**src/rtl/alu_pipe.sv**
```systemverilog
// Purpose : XLEN-wide integer/branch execute unit with ROB-tag passthrough and an in-order result FIFO toward the CDB.
// Latency : 1 cycle for ALU/branch ops (out_valid the cycle after accept); MUL_STAGES cycles for MUL ops when enabled.
// Backpr. : credit-based; in_ready = rdy_in & !flush_in & (count + inflight < FIFO_DEPTH), independent of out_ready.
//
// Optional feature macro: ALU_PIPE_MUL_EN (MUL/MULH/MULHSU/MULHU through a MUL_STAGES-deep pipe; MUL_STAGES >= 2).
//
// Ports:
//   clk_in, rst_in (async, active-low), rdy_in (global pause), flush_in (sync discard)
//   in_valid/in_ready issue handshake; in_op, in_vi, in_vj, in_imm, in_pc, in_full_len, in_tag
//   out_valid/out_ready result handshake; out_res, out_taken, out_tag from the FIFO head
//
// Opcode encoding (in_op, 0 = no-op):
//   1 LUI   2 ADD   3 SUB   4 AND   5 OR    6 XOR   7 SLL   8 SRL   9 SRA  10 SLT  11 SLTU
//  12 ADDI 13 ANDI 14 ORI  15 XORI 16 SLLI 17 SRLI 18 SRAI 19 SLTI 20 SLTIU
//  21 BEQ  22 BNE  23 BLT  24 BGE  25 BLTU 26 BGEU 27 MUL  28 MULH 29 MULHSU 30 MULHU

module alu_pipe #(
  parameter int XLEN       = 32,
  parameter int TAG_W      = 4,
  parameter int FIFO_DEPTH = 2,
  parameter int MUL_STAGES = 3
) (
  input  logic             clk_in,
  input  logic             rst_in,
  input  logic             rdy_in,
  input  logic             flush_in,
  input  logic             in_valid,
  output logic             in_ready,
  input  logic [5:0]       in_op,
  input  logic [XLEN-1:0]  in_vi,
  input  logic [XLEN-1:0]  in_vj,
  input  logic [XLEN-1:0]  in_imm,
  input  logic [XLEN-1:0]  in_pc,
  input  logic             in_full_len,
  input  logic [TAG_W-1:0] in_tag,
  output logic             out_valid,
  input  logic             out_ready,
  output logic [XLEN-1:0]  out_res,
  output logic             out_taken,
  output logic [TAG_W-1:0] out_tag
);

  localparam int SH_W  = $clog2(XLEN);
  localparam int PTR_W = $clog2(FIFO_DEPTH);
  localparam int CNT_W = $clog2(FIFO_DEPTH + MUL_STAGES) + 1;

  localparam logic [5:0] OP_NOP   = 6'd0;
  localparam logic [5:0] OP_LUI   = 6'd1;
  localparam logic [5:0] OP_ADD   = 6'd2;
  localparam logic [5:0] OP_SUB   = 6'd3;
  localparam logic [5:0] OP_AND   = 6'd4;
  localparam logic [5:0] OP_OR    = 6'd5;
  localparam logic [5:0] OP_XOR   = 6'd6;
  localparam logic [5:0] OP_SLL   = 6'd7;
  localparam logic [5:0] OP_SRL   = 6'd8;
  localparam logic [5:0] OP_SRA   = 6'd9;
  localparam logic [5:0] OP_SLT   = 6'd10;
  localparam logic [5:0] OP_SLTU  = 6'd11;
  localparam logic [5:0] OP_ADDI  = 6'd12;
  localparam logic [5:0] OP_ANDI  = 6'd13;
  localparam logic [5:0] OP_ORI   = 6'd14;
  localparam logic [5:0] OP_XORI  = 6'd15;
  localparam logic [5:0] OP_SLLI  = 6'd16;
  localparam logic [5:0] OP_SRLI  = 6'd17;
  localparam logic [5:0] OP_SRAI  = 6'd18;
  localparam logic [5:0] OP_SLTI  = 6'd19;
  localparam logic [5:0] OP_SLTIU = 6'd20;
  localparam logic [5:0] OP_BEQ   = 6'd21;
  localparam logic [5:0] OP_BNE   = 6'd22;
  localparam logic [5:0] OP_BLT   = 6'd23;
  localparam logic [5:0] OP_BGE   = 6'd24;
  localparam logic [5:0] OP_BLTU  = 6'd25;
  localparam logic [5:0] OP_BGEU  = 6'd26;
`ifdef ALU_PIPE_MUL_EN
  localparam logic [5:0] OP_MUL    = 6'd27;
  localparam logic [5:0] OP_MULH   = 6'd28;
  localparam logic [5:0] OP_MULHSU = 6'd29;
  localparam logic [5:0] OP_MULHU  = 6'd30;
`endif

  typedef struct packed {
    logic [XLEN-1:0]  res;
    logic             taken;
    logic [TAG_W-1:0] tag;
  } res_t;

  // ---------------- operand preparation and combinational ALU ----------------
  logic [XLEN-1:0] imm_sext, br_target, pc_next, alu_res;
  logic [SH_W-1:0] shamt_r, shamt_i;
  logic            alu_taken, br_eq, br_lt, br_ltu;

  assign imm_sext  = {{(XLEN-12){in_imm[11]}}, in_imm[11:0]};
  assign shamt_r   = in_vj[SH_W-1:0];
  assign shamt_i   = in_imm[SH_W-1:0];
  assign br_eq     = (in_vi == in_vj);
  assign br_lt     = ($signed(in_vi) < $signed(in_vj));
  assign br_ltu    = (in_vi < in_vj);
  assign br_target = in_pc + imm_sext;
  assign pc_next   = in_pc + (in_full_len ? XLEN'(4) : XLEN'(2));

`ifdef ALU_PIPE_MUL_EN
  // One shared multiplier; each operand is sign- or zero-extended per opcode,
  // and the low 2*XLEN bits of the product are exact for every signedness mix.
  logic              mul_sa, mul_sb;
  logic [2*XLEN-1:0] mul_a, mul_b, mul_p;
  assign mul_sa = (in_op == OP_MULH) || (in_op == OP_MULHSU);
  assign mul_sb = (in_op == OP_MULH);
  assign mul_a  = {{XLEN{mul_sa & in_vi[XLEN-1]}}, in_vi};
  assign mul_b  = {{XLEN{mul_sb & in_vj[XLEN-1]}}, in_vj};
  assign mul_p  = mul_a * mul_b;
`endif

  always_comb begin
    alu_res   = '0;
    alu_taken = 1'b0;
    case (in_op)
      OP_LUI:   alu_res = in_imm;
      OP_ADD:   alu_res = in_vi + in_vj;
      OP_SUB:   alu_res = in_vi - in_vj;
      OP_AND:   alu_res = in_vi & in_vj;
      OP_OR:    alu_res = in_vi | in_vj;
      OP_XOR:   alu_res = in_vi ^ in_vj;
      OP_SLL:   alu_res = in_vi << shamt_r;
      OP_SRL:   alu_res = in_vi >> shamt_r;
      OP_SRA:   alu_res = $unsigned($signed(in_vi) >>> shamt_r);
      OP_SLT:   alu_res = {{(XLEN-1){1'b0}}, br_lt};
      OP_SLTU:  alu_res = {{(XLEN-1){1'b0}}, br_ltu};
      OP_ADDI:  alu_res = in_vi + imm_sext;
      OP_ANDI:  alu_res = in_vi & imm_sext;
      OP_ORI:   alu_res = in_vi | imm_sext;
      OP_XORI:  alu_res = in_vi ^ imm_sext;
      OP_SLLI:  alu_res = in_vi << shamt_i;
      OP_SRLI:  alu_res = in_vi >> shamt_i;
      OP_SRAI:  alu_res = $unsigned($signed(in_vi) >>> shamt_i);
      OP_SLTI:  alu_res = {{(XLEN-1){1'b0}}, ($signed(in_vi) < $signed(imm_sext))};
      OP_SLTIU: alu_res = {{(XLEN-1){1'b0}}, (in_vi < imm_sext)};
      OP_BEQ:   alu_taken = br_eq;
      OP_BNE:   alu_taken = !br_eq;
      OP_BLT:   alu_taken = br_lt;
      OP_BGE:   alu_taken = !br_lt;
      OP_BLTU:  alu_taken = br_ltu;
      OP_BGEU:  alu_taken = !br_ltu;
`ifdef ALU_PIPE_MUL_EN
      OP_MUL:    alu_res = mul_p[XLEN-1:0];
      OP_MULH,
      OP_MULHSU,
      OP_MULHU:  alu_res = mul_p[2*XLEN-1:XLEN];
`endif
      default:  alu_res = '0;
    endcase
    if (in_op >= OP_BEQ && in_op <= OP_BGEU) begin
      alu_res = alu_taken ? br_target : pc_next;
    end
  end

  // ---------------- issue credit ----------------
  logic [CNT_W-1:0] count_q, count_d, inflight;
  logic [PTR_W-1:0] wr_ptr_q, wr_ptr_d, rd_ptr_q, rd_ptr_d;
  logic             acc, is_mul, order_ok, push, pop, mul_push;
  res_t             push_dat, mul_dat;

  assign acc = in_valid & in_ready;

`ifdef ALU_PIPE_MUL_EN
  localparam int MS = MUL_STAGES - 1;  // last register feeds the FIFO write

  logic [MS-1:0] mv_q;
  res_t          md_q [MS];

  assign is_mul   = (in_op >= OP_MUL) && (in_op <= OP_MULHU);
  // A single-cycle op would overtake an in-flight MUL, so hold it off.
  assign order_ok = is_mul || (inflight == '0);
  assign mul_push = mv_q[MS-1] & rdy_in & ~flush_in;
  assign mul_dat  = md_q[MS-1];

  always_comb begin
    inflight = '0;
    for (int i = 0; i < MS; i++) begin
      inflight = inflight + CNT_W'(mv_q[i]);
    end
  end

  always_ff @(posedge clk_in or negedge rst_in) begin
    if (!rst_in) begin
      mv_q <= '0;
      for (int i = 0; i < MS; i++) md_q[i] <= '0;
    end else if (flush_in) begin
      mv_q <= '0;
    end else if (rdy_in) begin
      mv_q[0] <= acc & is_mul;
      md_q[0] <= '{res: alu_res, taken: 1'b0, tag: in_tag};
      for (int i = 1; i < MS; i++) begin
        mv_q[i] <= mv_q[i-1];
        md_q[i] <= md_q[i-1];
      end
    end
  end
`else
  assign is_mul   = 1'b0;
  assign order_ok = 1'b1;
  assign inflight = '0;
  assign mul_push = 1'b0;
  assign mul_dat  = '0;
`endif

  assign in_ready = rst_in & rdy_in & ~flush_in & order_ok &
                    ((count_q + inflight) < CNT_W'(FIFO_DEPTH));

  // ---------------- result FIFO ----------------
  res_t mem_q [FIFO_DEPTH];

  // At most one push source is active: non-MUL accepts require an empty MUL pipe.
  always_comb begin
    push     = 1'b0;
    push_dat = '0;
    if (acc && (in_op != OP_NOP) && !is_mul) begin
      push     = 1'b1;
      push_dat = '{res: alu_res, taken: alu_taken, tag: in_tag};
    end else if (mul_push) begin
      push     = 1'b1;
      push_dat = mul_dat;
    end
  end

  assign out_valid = (count_q != '0);
  assign pop       = out_valid & out_ready & rdy_in & ~flush_in;

  always_comb begin
    count_d  = count_q;
    wr_ptr_d = wr_ptr_q;
    rd_ptr_d = rd_ptr_q;
    if (flush_in) begin
      count_d  = '0;
      wr_ptr_d = '0;
      rd_ptr_d = '0;
    end else begin
      count_d  = count_q + CNT_W'(push) - CNT_W'(pop);
      wr_ptr_d = wr_ptr_q + PTR_W'(push);
      rd_ptr_d = rd_ptr_q + PTR_W'(pop);
    end
  end

  always_ff @(posedge clk_in or negedge rst_in) begin
    if (!rst_in) begin
      count_q  <= '0;
      wr_ptr_q <= '0;
      rd_ptr_q <= '0;
      for (int i = 0; i < FIFO_DEPTH; i++) mem_q[i] <= '0;
    end else begin
      count_q  <= count_d;
      wr_ptr_q <= wr_ptr_d;
      rd_ptr_q <= rd_ptr_d;
      if (push && !flush_in) mem_q[wr_ptr_q] <= push_dat;
    end
  end

  assign out_res   = mem_q[rd_ptr_q].res;
  assign out_taken = mem_q[rd_ptr_q].taken;
  assign out_tag   = mem_q[rd_ptr_q].tag;

endmodule

```
**config.mk**
```make
export PLATFORM = sky130hd
export DESIGN_NAME = alu_pipe
export DESIGN_NICKNAME = d
export VERILOG_FILES = /design/src/rtl/alu_pipe.sv
export SDC_FILE = /design/constraint.sdc
export NUM_CORES = 1
export LEC_CHECK = 0
export BUFFER_PORTS_ARGS = -buffer_cell sky130_fd_sc_hd__buf_4
export CORE_MARGIN = 2
export CORE_UTILIZATION = 25
export CTS_BUF_LIST = sky130_fd_sc_hd__clkbuf_8
export CTS_CLUSTER_SIZE = 16
export DETAILED_ROUTE_END_ITERATION = 8
export SYNTH_ARGS = -nofsm -noshare
export SYNTH_HDL_FRONTEND = slang
export SYNTH_SLANG_ARGS = --single-unit
```
**constraint.sdc**
```tcl
create_clock -name clk_in -period 6.58 [get_ports clk_in]
set_clock_uncertainty 0.1 [all_clocks]
set_input_delay 0.329 -clock clk_in [delete_from_list [all_inputs] [get_ports clk_in]]
set_output_delay 0.329 -clock clk_in [all_outputs]
set_load 0.005 [all_outputs]
```
==> results.json, run 1 <==
{
  "grt_pass1_vias": 21400,
  "maxCapViolations": 1,
  "clockRootBuffer": "clkbuf_8",
  "clk_pin_slew_worst_paths_ns": 0.10,
  "setup_violations": 0,
  "drive_gt1_share_pct": 18.3,
  "status": "finished, violations left",
  "avgSynthCellArea_um2": 7.36,
  "hp-class": "input pin to asynchronous set/reset pin",
  "cp_max_fo": 5,
  "synth_fp_nets": 2822,
  "power.ir.vdd_worst_mv": 0.116,
  "cp.required_ns": 6.72,
  "groute.usage.overall_pct": 26.2,
  "ant_nets": 0,
  "ys_seq_area_share_pct": 10.7,
  "hold_viol_final": 0,
  "grt_overflow": 0,
  "worstPathArrival_ns": 6.32,
  "h-tree-depth": 3,
  "placed_area_um2": 21400,
  "cts_tree": "yes",
  "synth_edf_count": 0,
  "rows": 100,
  "io_pins": 184,
  "async_reset_ff_share_pct": 100,
  "fill_cells": 8247,
  "first_pass_iters": 6,
  "via_per_inst": 6.19,
  "max_slew_margin_pct": 1.30,
  "clock_latency_ns": 0.37,
  "antenna_found_initial": 5,
  "port_buffers": 183,
  "worstSetupPathType": "input pin to flip-flop",
  "layout.nets": 2938,
  "endpoint_kind": "flip-flop",
  "gp_congestion": 1.08,
  "ys_ff_latch": 80,
  "design_area_um2": 21600,
  "drv_slew": 0,
  "powerDensity_nw_per_um2": 141,
  "p_leak_nw": 9.48,
  "dp_cells": 3617,
  "drtIter0Drc": 3023,
  "clkSinkCount": 80,
  "die_w_um": 278,
  "violations": "capacitance limit",
  "area_growth_pct": 15.6,
  "routed_wl_um": 105000,
  "setup_ws_ns": 0.400,
  "synth_cells": 2543,
  "grt_pass1_wl_um": 150000,
  "dpl.hpwl_um": 82800,
  "coreArea_um2": 74300,
  "tightest_slew_ns": 1.44,
  "rsz0062_at_grt": "no",
  "initial_utilization_pct": 25.2,
  "dp_slack_ns": -0.389,
  "cp-start-kind": "input pin",
  "reg2reg_depth": 7,
  "drcViolationCount": 0,
  "clock.fmax_ghz": 0.162,
  "utilization_pct": 29.1,
  "yosys_warnings": 0,
  "fp.dieH_um": 278,
  "synth_flop_cell": "dfrtp_1",
  "cts_hold_buf": 0,
  "synth_area_um2": 18700,
  "dieArea_um2": 77100,
  "layout_common_cells": "303 x buf_4, 292 x nand2_1, 216 x a21oi_1",
  "clock_path_buffers": 2,
  "stdcell_count": 3635,
  "synth_cell_types": 98,
  "mostFrequentLayoutCell": "buf_4",
  "period_share_pct": 93.9,
  "vias": 22500,
  "grt_max_degree": 82,
  "cts_buffers": 9,
  "finalCriticalPeriod_ns": 6.18,
  "drt-wirelength-per-cell_um": 29.0
}
-- state kept, by name, summed over array words and instances (netlist names) --
register  cells
mem_q        74
rd_ptr_q      1
count_q       4
wr_ptr_q      1
-- worst max-delay path: stages --
cell and delay, ns:
buf_4 0.11, inv_1 0.06, ha_1 0.16, inv_1 0.05, fa_1 0.39, a21o_1 0.18
a21oi_1 0.38, o221a_2 0.33, o31ai_2 0.09, a211o_1 0.36, mux2i_1 0.14, buf_4 0.16
nor3_4 0.39, mux2_2 0.38, ha_1 0.30, o211ai_1 0.10, o21a_1 0.23, a211oi_1 0.42
o21ai_0 0.32, o31ai_1 0.48, buf_4 0.21, xor2_1 0.07, a2111oi_2 0.40, buf_4 0.17
o21ai_0 0.07
-- kinds of logic (layout without fill, tap and decap cells) --
family	count (synthesis)	count (layout)	synth area share, %
buffers and inverters	280	401	6.36
flip-flops	80	80	10.7
XOR/XNOR	111	111	5.27
other	0	2	0
AO/OA/AOI/OAI	853	853	30.8
adder cells (fa/ha/maj)	134	134	9.12
AND/OR/NAND/NOR	787	787	19.8
multiplexers	298	298	18.0
-- metal layers --
layer	up-vias	track usage [%]	part of all wire (%)
met2	1575	40.6	43
met3	464	5.78	11
met4	8	18.5	8.9
met5	-	0	0.047
li1	9847	-	-
met1	10600	32.2	38
-- where the power goes --
part	switching, mW	total [mW]	internal, mW
clock network	0.221	0.406	0.185
registers	0.0590	0.651	0.592
logic	1.19	1.98	0.790
total	1.47	3.04	1.57
-- path summary, 6_finish.rpt --
kind,start,end,slack (ns)
setup / recovery,in_vi[0],mem_q[63]$_DFFE_PN0P_,0.40
hold / removal,rst_in,count_q[3]$_DFF_PN0_,0.002
setup reg to reg,count_q[2]$_DFF_PN0_,mem_q[25]$_DFFE_PN0P_,3.61
hold reg to reg,mem_q[4]$_DFFE_PN0P_,mem_q[4]$_DFFE_PN0P_,0.38
max in group asynchronous,rst_in,mem_q[58]$_DFFE_PN0P_,5.64
min in group clk_in,in_tag[1],mem_q[1]$_DFFE_PN0P_,0.04
-- stage by stage --
| step | hold WS (ns) | TNS, ns | power [mW] |
|---|---|---|---|
| after floorplan | -0.0666 | 0 | 1.75 |
| after global placement | 0.355 | -4.74 | 2.58 |
| after detailed placement | 0.359 | -5.37 | 2.58 |
| after CTS | 0.0353 | 0 | 2.99 |
| after global routing | 0.0335 | 0 | 3.18 |
| final | 0.00162 | 0 | 3.04 |
-- repair_timing --
action,4_1_cts,5_1_grt
pin swaps,0,0
endpoints found under the setup margin,3,5
resized for setup,1,1
buffers inserted,0,0
-- synth_stat cells (13+ instances only) --
library cell / count / area [µm²]
nor4_1: 21 / 131
buf_1: 13 / 48.8
a2111oi_0: 14 / 123
a31oi_1: 20 / 125
nor3_1: 57 / 285
dfrtp_1: 80 / 2000
a221oi_1: 21 / 184
nor2b_1: 20 / 125
xnor2_1: 67 / 587
o221ai_1: 27 / 236
inv_1: 82 / 308
nand3_1: 69 / 345
a22o_1: 16 / 140
o211ai_1: 31 / 233
mux2i_1: 192 / 1920
o21a_1: 20 / 150
o22ai_1: 27 / 169
nand2b_1: 31 / 194
xor2_1: 43 / 377
o21ai_0: 148 / 741
o31ai_1: 18 / 135
a21oi_1: 218 / 1090
a32oi_1: 21 / 184
mux2_2: 81 / 912
ha_1: 130 / 1630
a22oi_1: 14 / 105
and3_1: 17 / 106
buf_2: 36 / 180
nand4_1: 27 / 169
mux4_2: 22 / 495
nor2_1: 176 / 661
a211oi_1: 70 / 526
a21o_1: 67 / 503
clkbuf_1: 131 / 492
nand2_1: 293 / 1100
-- layout make-up --
class / instances / area [µm²] / area share, %
multi-input cells: 2183 / 15600 / 72.2
repair buffers: 303 / 2270 / 10.5
flip-flops and latches: 80 / 2000 / 9.26
well taps: 969 / 1210 / 5.61
inverters: 82 / 308 / 1.42
clock buffers: 9 / 124 / 0.573
clock inverters: 7 / 86.3 / 0.399
diodes: 2 / 5.00 / 0.0231
No activity file was read; power rests on OpenSTA's default activity.
==> inputs of run 2 (changes only) <==
--- a/config.mk
+++ b/config.mk
@@ -5,11 +5,11 @@
 export SDC_FILE = /design/constraint.sdc
 export NUM_CORES = 1
 export LEC_CHECK = 0
-export BUFFER_PORTS_ARGS = -buffer_cell sky130_fd_sc_hd__buf_4
+export BUFFER_PORTS_ARGS = -buffer_cell sky130_fd_sc_hd__buf_2
 export CORE_MARGIN = 2
 export CORE_UTILIZATION = 25
 export CTS_BUF_LIST = sky130_fd_sc_hd__clkbuf_8
-export CTS_CLUSTER_SIZE = 16
+export CTS_CLUSTER_SIZE = 20
 export DETAILED_ROUTE_END_ITERATION = 8
 export SYNTH_ARGS = -nofsm -noshare
 export SYNTH_HDL_FRONTEND = slang
==> constraint.sdc (replaced) <==
create_clock -name clk_in -period 7.7 [get_ports clk_in]
set_clock_uncertainty 0.1 [all_clocks]
set_input_delay 0.385 -clock clk_in [delete_from_list [all_inputs] [get_ports clk_in]]
set_output_delay 0.385 -clock clk_in [all_outputs]
set_load 0.005 [all_outputs]
==> results.json, run 2 (synthesized netlist as in run 1, its figures left out) <==
{
  "status": "finished, violations left",
  "violations": "capacitance limit",
  "path_cells": "buf_2 > inv_1 > ha_1 > inv_1 > fa_1 > a21o_1 > a21oi_1 > o221a_2 > o31ai_2 > a211o_1 > mux2i_1 > nor3_1 > mux2_2 > ha_1 > o211ai_1 > o21a_1 > a211oi_1 > o21ai_0 > o31ai_1 > a31oi_1 > xor2_1 > nor2_1 > a2111oi_2 > o21ai_1",
  "largest_reg_flops": 74,
  "io_pins": 184,
  "area_growth_pct": 11.4,
  "drv_slew": 0,
  "layout.nets": 2897,
  "clock_path_buffers": 2,
  "die_w_um": 278,
  "ctsResizeCount": 0,
  "cts_buffers": 9,
  "vias": 22600,
  "grt_pass1_vias": 21500,
  "power.ir.vdd_worst_mv": 0.0801,
  "layout_common_cells": "292 x nand2_1, 216 x a21oi_1, 192 x mux2i_1",
  "first_pass_iters": 6,
  "powerDensity_nw_per_um2": 120,
  "h-tree-depth": 3,
  "clock.fmax_ghz": 0.138,
  "via_per_inst": 6.29,
  "fill_cells": 8303,
  "worstSetupPathType": "input pin to flip-flop",
  "coreArea_um2": 74300,
  "postCtsSetupRepairBufs": 0,
  "grt_pass1_wl_um": 154000,
  "cts_hold_buf": 0,
  "hold_viol_final": 0,
  "initial_utilization_pct": 25.2,
  "setup_violations": 0,
  "reg.largest.list": "mem_q x74, count_q x4",
  "endpoint_kind": "flip-flop",
  "worstPathArrival_ns": 7.38,
  "cts_tree": "yes",
  "fp.dieH_um": 278,
  "drtIter0Drc": 2834,
  "drive_gt1_share_pct": 17.0,
  "clockRootBuffer": "clkbuf_8",
  "critPathTopFamily": "compound AO/OA/AOI/OAI gates",
  "max_slew_margin_pct": 0.263,
  "rows": 100,
  "dieArea_um2": 77100,
  "hold_slack_ns": 0.0555,
  "multi_input_area_um2": 15600,
  "crit_buf_inv": 3,
  "finalCriticalPeriod_ns": 7.24,
  "cpPeakStageDelay_ns": 0.78,
  "cp.required_ns": 7.84,
  "largest_register": "mem_q",
  "groute.usage.overall_pct": 27.3,
  "drcViolationCount": 0,
  "p_leak_nw": 9.14,
  "routed_wl_um": 109000,
  "tightest_slew_ns": 1.48,
  "cp_max_fo": 11,
  "grt_max_degree": 82,
  "drt-wirelength-per-cell_um": 30.4,
  "ant_nets": 0,
  "mostFrequentLayoutCell": "nand2_1",
  "rsz0062_at_grt": "no",
  "maxCapViolations": 2,
  "port_buffers": 183,
  "antenna_found_initial": 12,
  "ff_latch_area_um2": 2000,
  "clk_pin_slew_worst_paths_ns": 0.10,
  "dpl.hpwl_um": 83000,
  "clock_latency_ns": 0.38,
  "cpMaxStageDelayCell": "mux2i_1",
  "hp-class": "input pin to asynchronous set/reset pin",
  "cp-start-kind": "input pin",
  "grt_overflow": 0,
  "gp_congestion": 1.06,
  "finalSetupTns_ns": 0,
  "period_share_pct": 94.0,
  "clkSinkCount": 80,
  "rrSetupSlack_ns": 5.03
}
## run 2: cell types whose count changed in the layout (fill, tap and decap cells not counted), sizes merged
cell / change
clkinvlp: -1
buf: -41
clkbuf: +1
inv: -2
diode: +2
clkinv: +2
## run 2: worst paths after layout
path	startpoint	to	depth (start not counted)
setup / recovery	in_vi[0]	mem_q[28]$_DFFE_PN0P_	24
hold / removal	rst_in	count_q[3]$_DFF_PN0_	1
setup reg to reg	count_q[2]$_DFF_PN0_	count_q[2]$_DFF_PN0_	11
hold reg to reg	mem_q[4]$_DFFE_PN0P_	mem_q[4]$_DFFE_PN0P_	2
max in group asynchronous	rst_in	mem_q[29]$_DFFE_PN0P_	1
min in group clk_in	in_tag[1]	mem_q[1]$_DFFE_PN0P_	3
## run 2: metrics by stage
step           instances  setup slack, ns  area (µm²)  utilization [%]  power (mW)
2_1_floorplan       2543             1.24       18700                -        1.50
3_3_place_gp        3576            0.507       20600             27.8        2.11
3_5_place_dp        3576            0.408       20600             27.8        2.11
4_1_cts             3592            0.768       20800             28.0        2.46
5_1_grt             3594            0.143       20800             28.0        2.63
6_report            3596            0.462       20900             28.1        2.50
## run 2: area by class of cell
| cell class | instances | area share [%] |
|---|---|---|
| diodes | 4 | 0.0480 |
| inverters | 82 | 1.48 |
| well taps | 969 | 5.81 |
| repair buffers | 262 | 7.25 |
| multi-input cells | 2183 | 74.8 |
| flip-flops and latches | 80 | 9.61 |
| clock inverters | 6 | 0.354 |
| clock buffers | 10 | 0.660 |
## run 2: where the power goes
group	leakage (nW)	switching, mW	total (mW)	internal (mW)
clock network	0.108	0.171	0.334	0.163
registers	1.09	0.0499	0.556	0.506
logic	7.95	1.02	1.61	0.594
total	9.14	1.24	2.50	1.26
## run 2: metal layers
metal	vias to the layer above	share of wire, %	GRT usage, %
li1	9776	-	-
met1	10800	37	33.0
met2	1588	42	42.0
met3	500	11	6.84
met4	16	9.4	19.9
met5	-	0.099	0
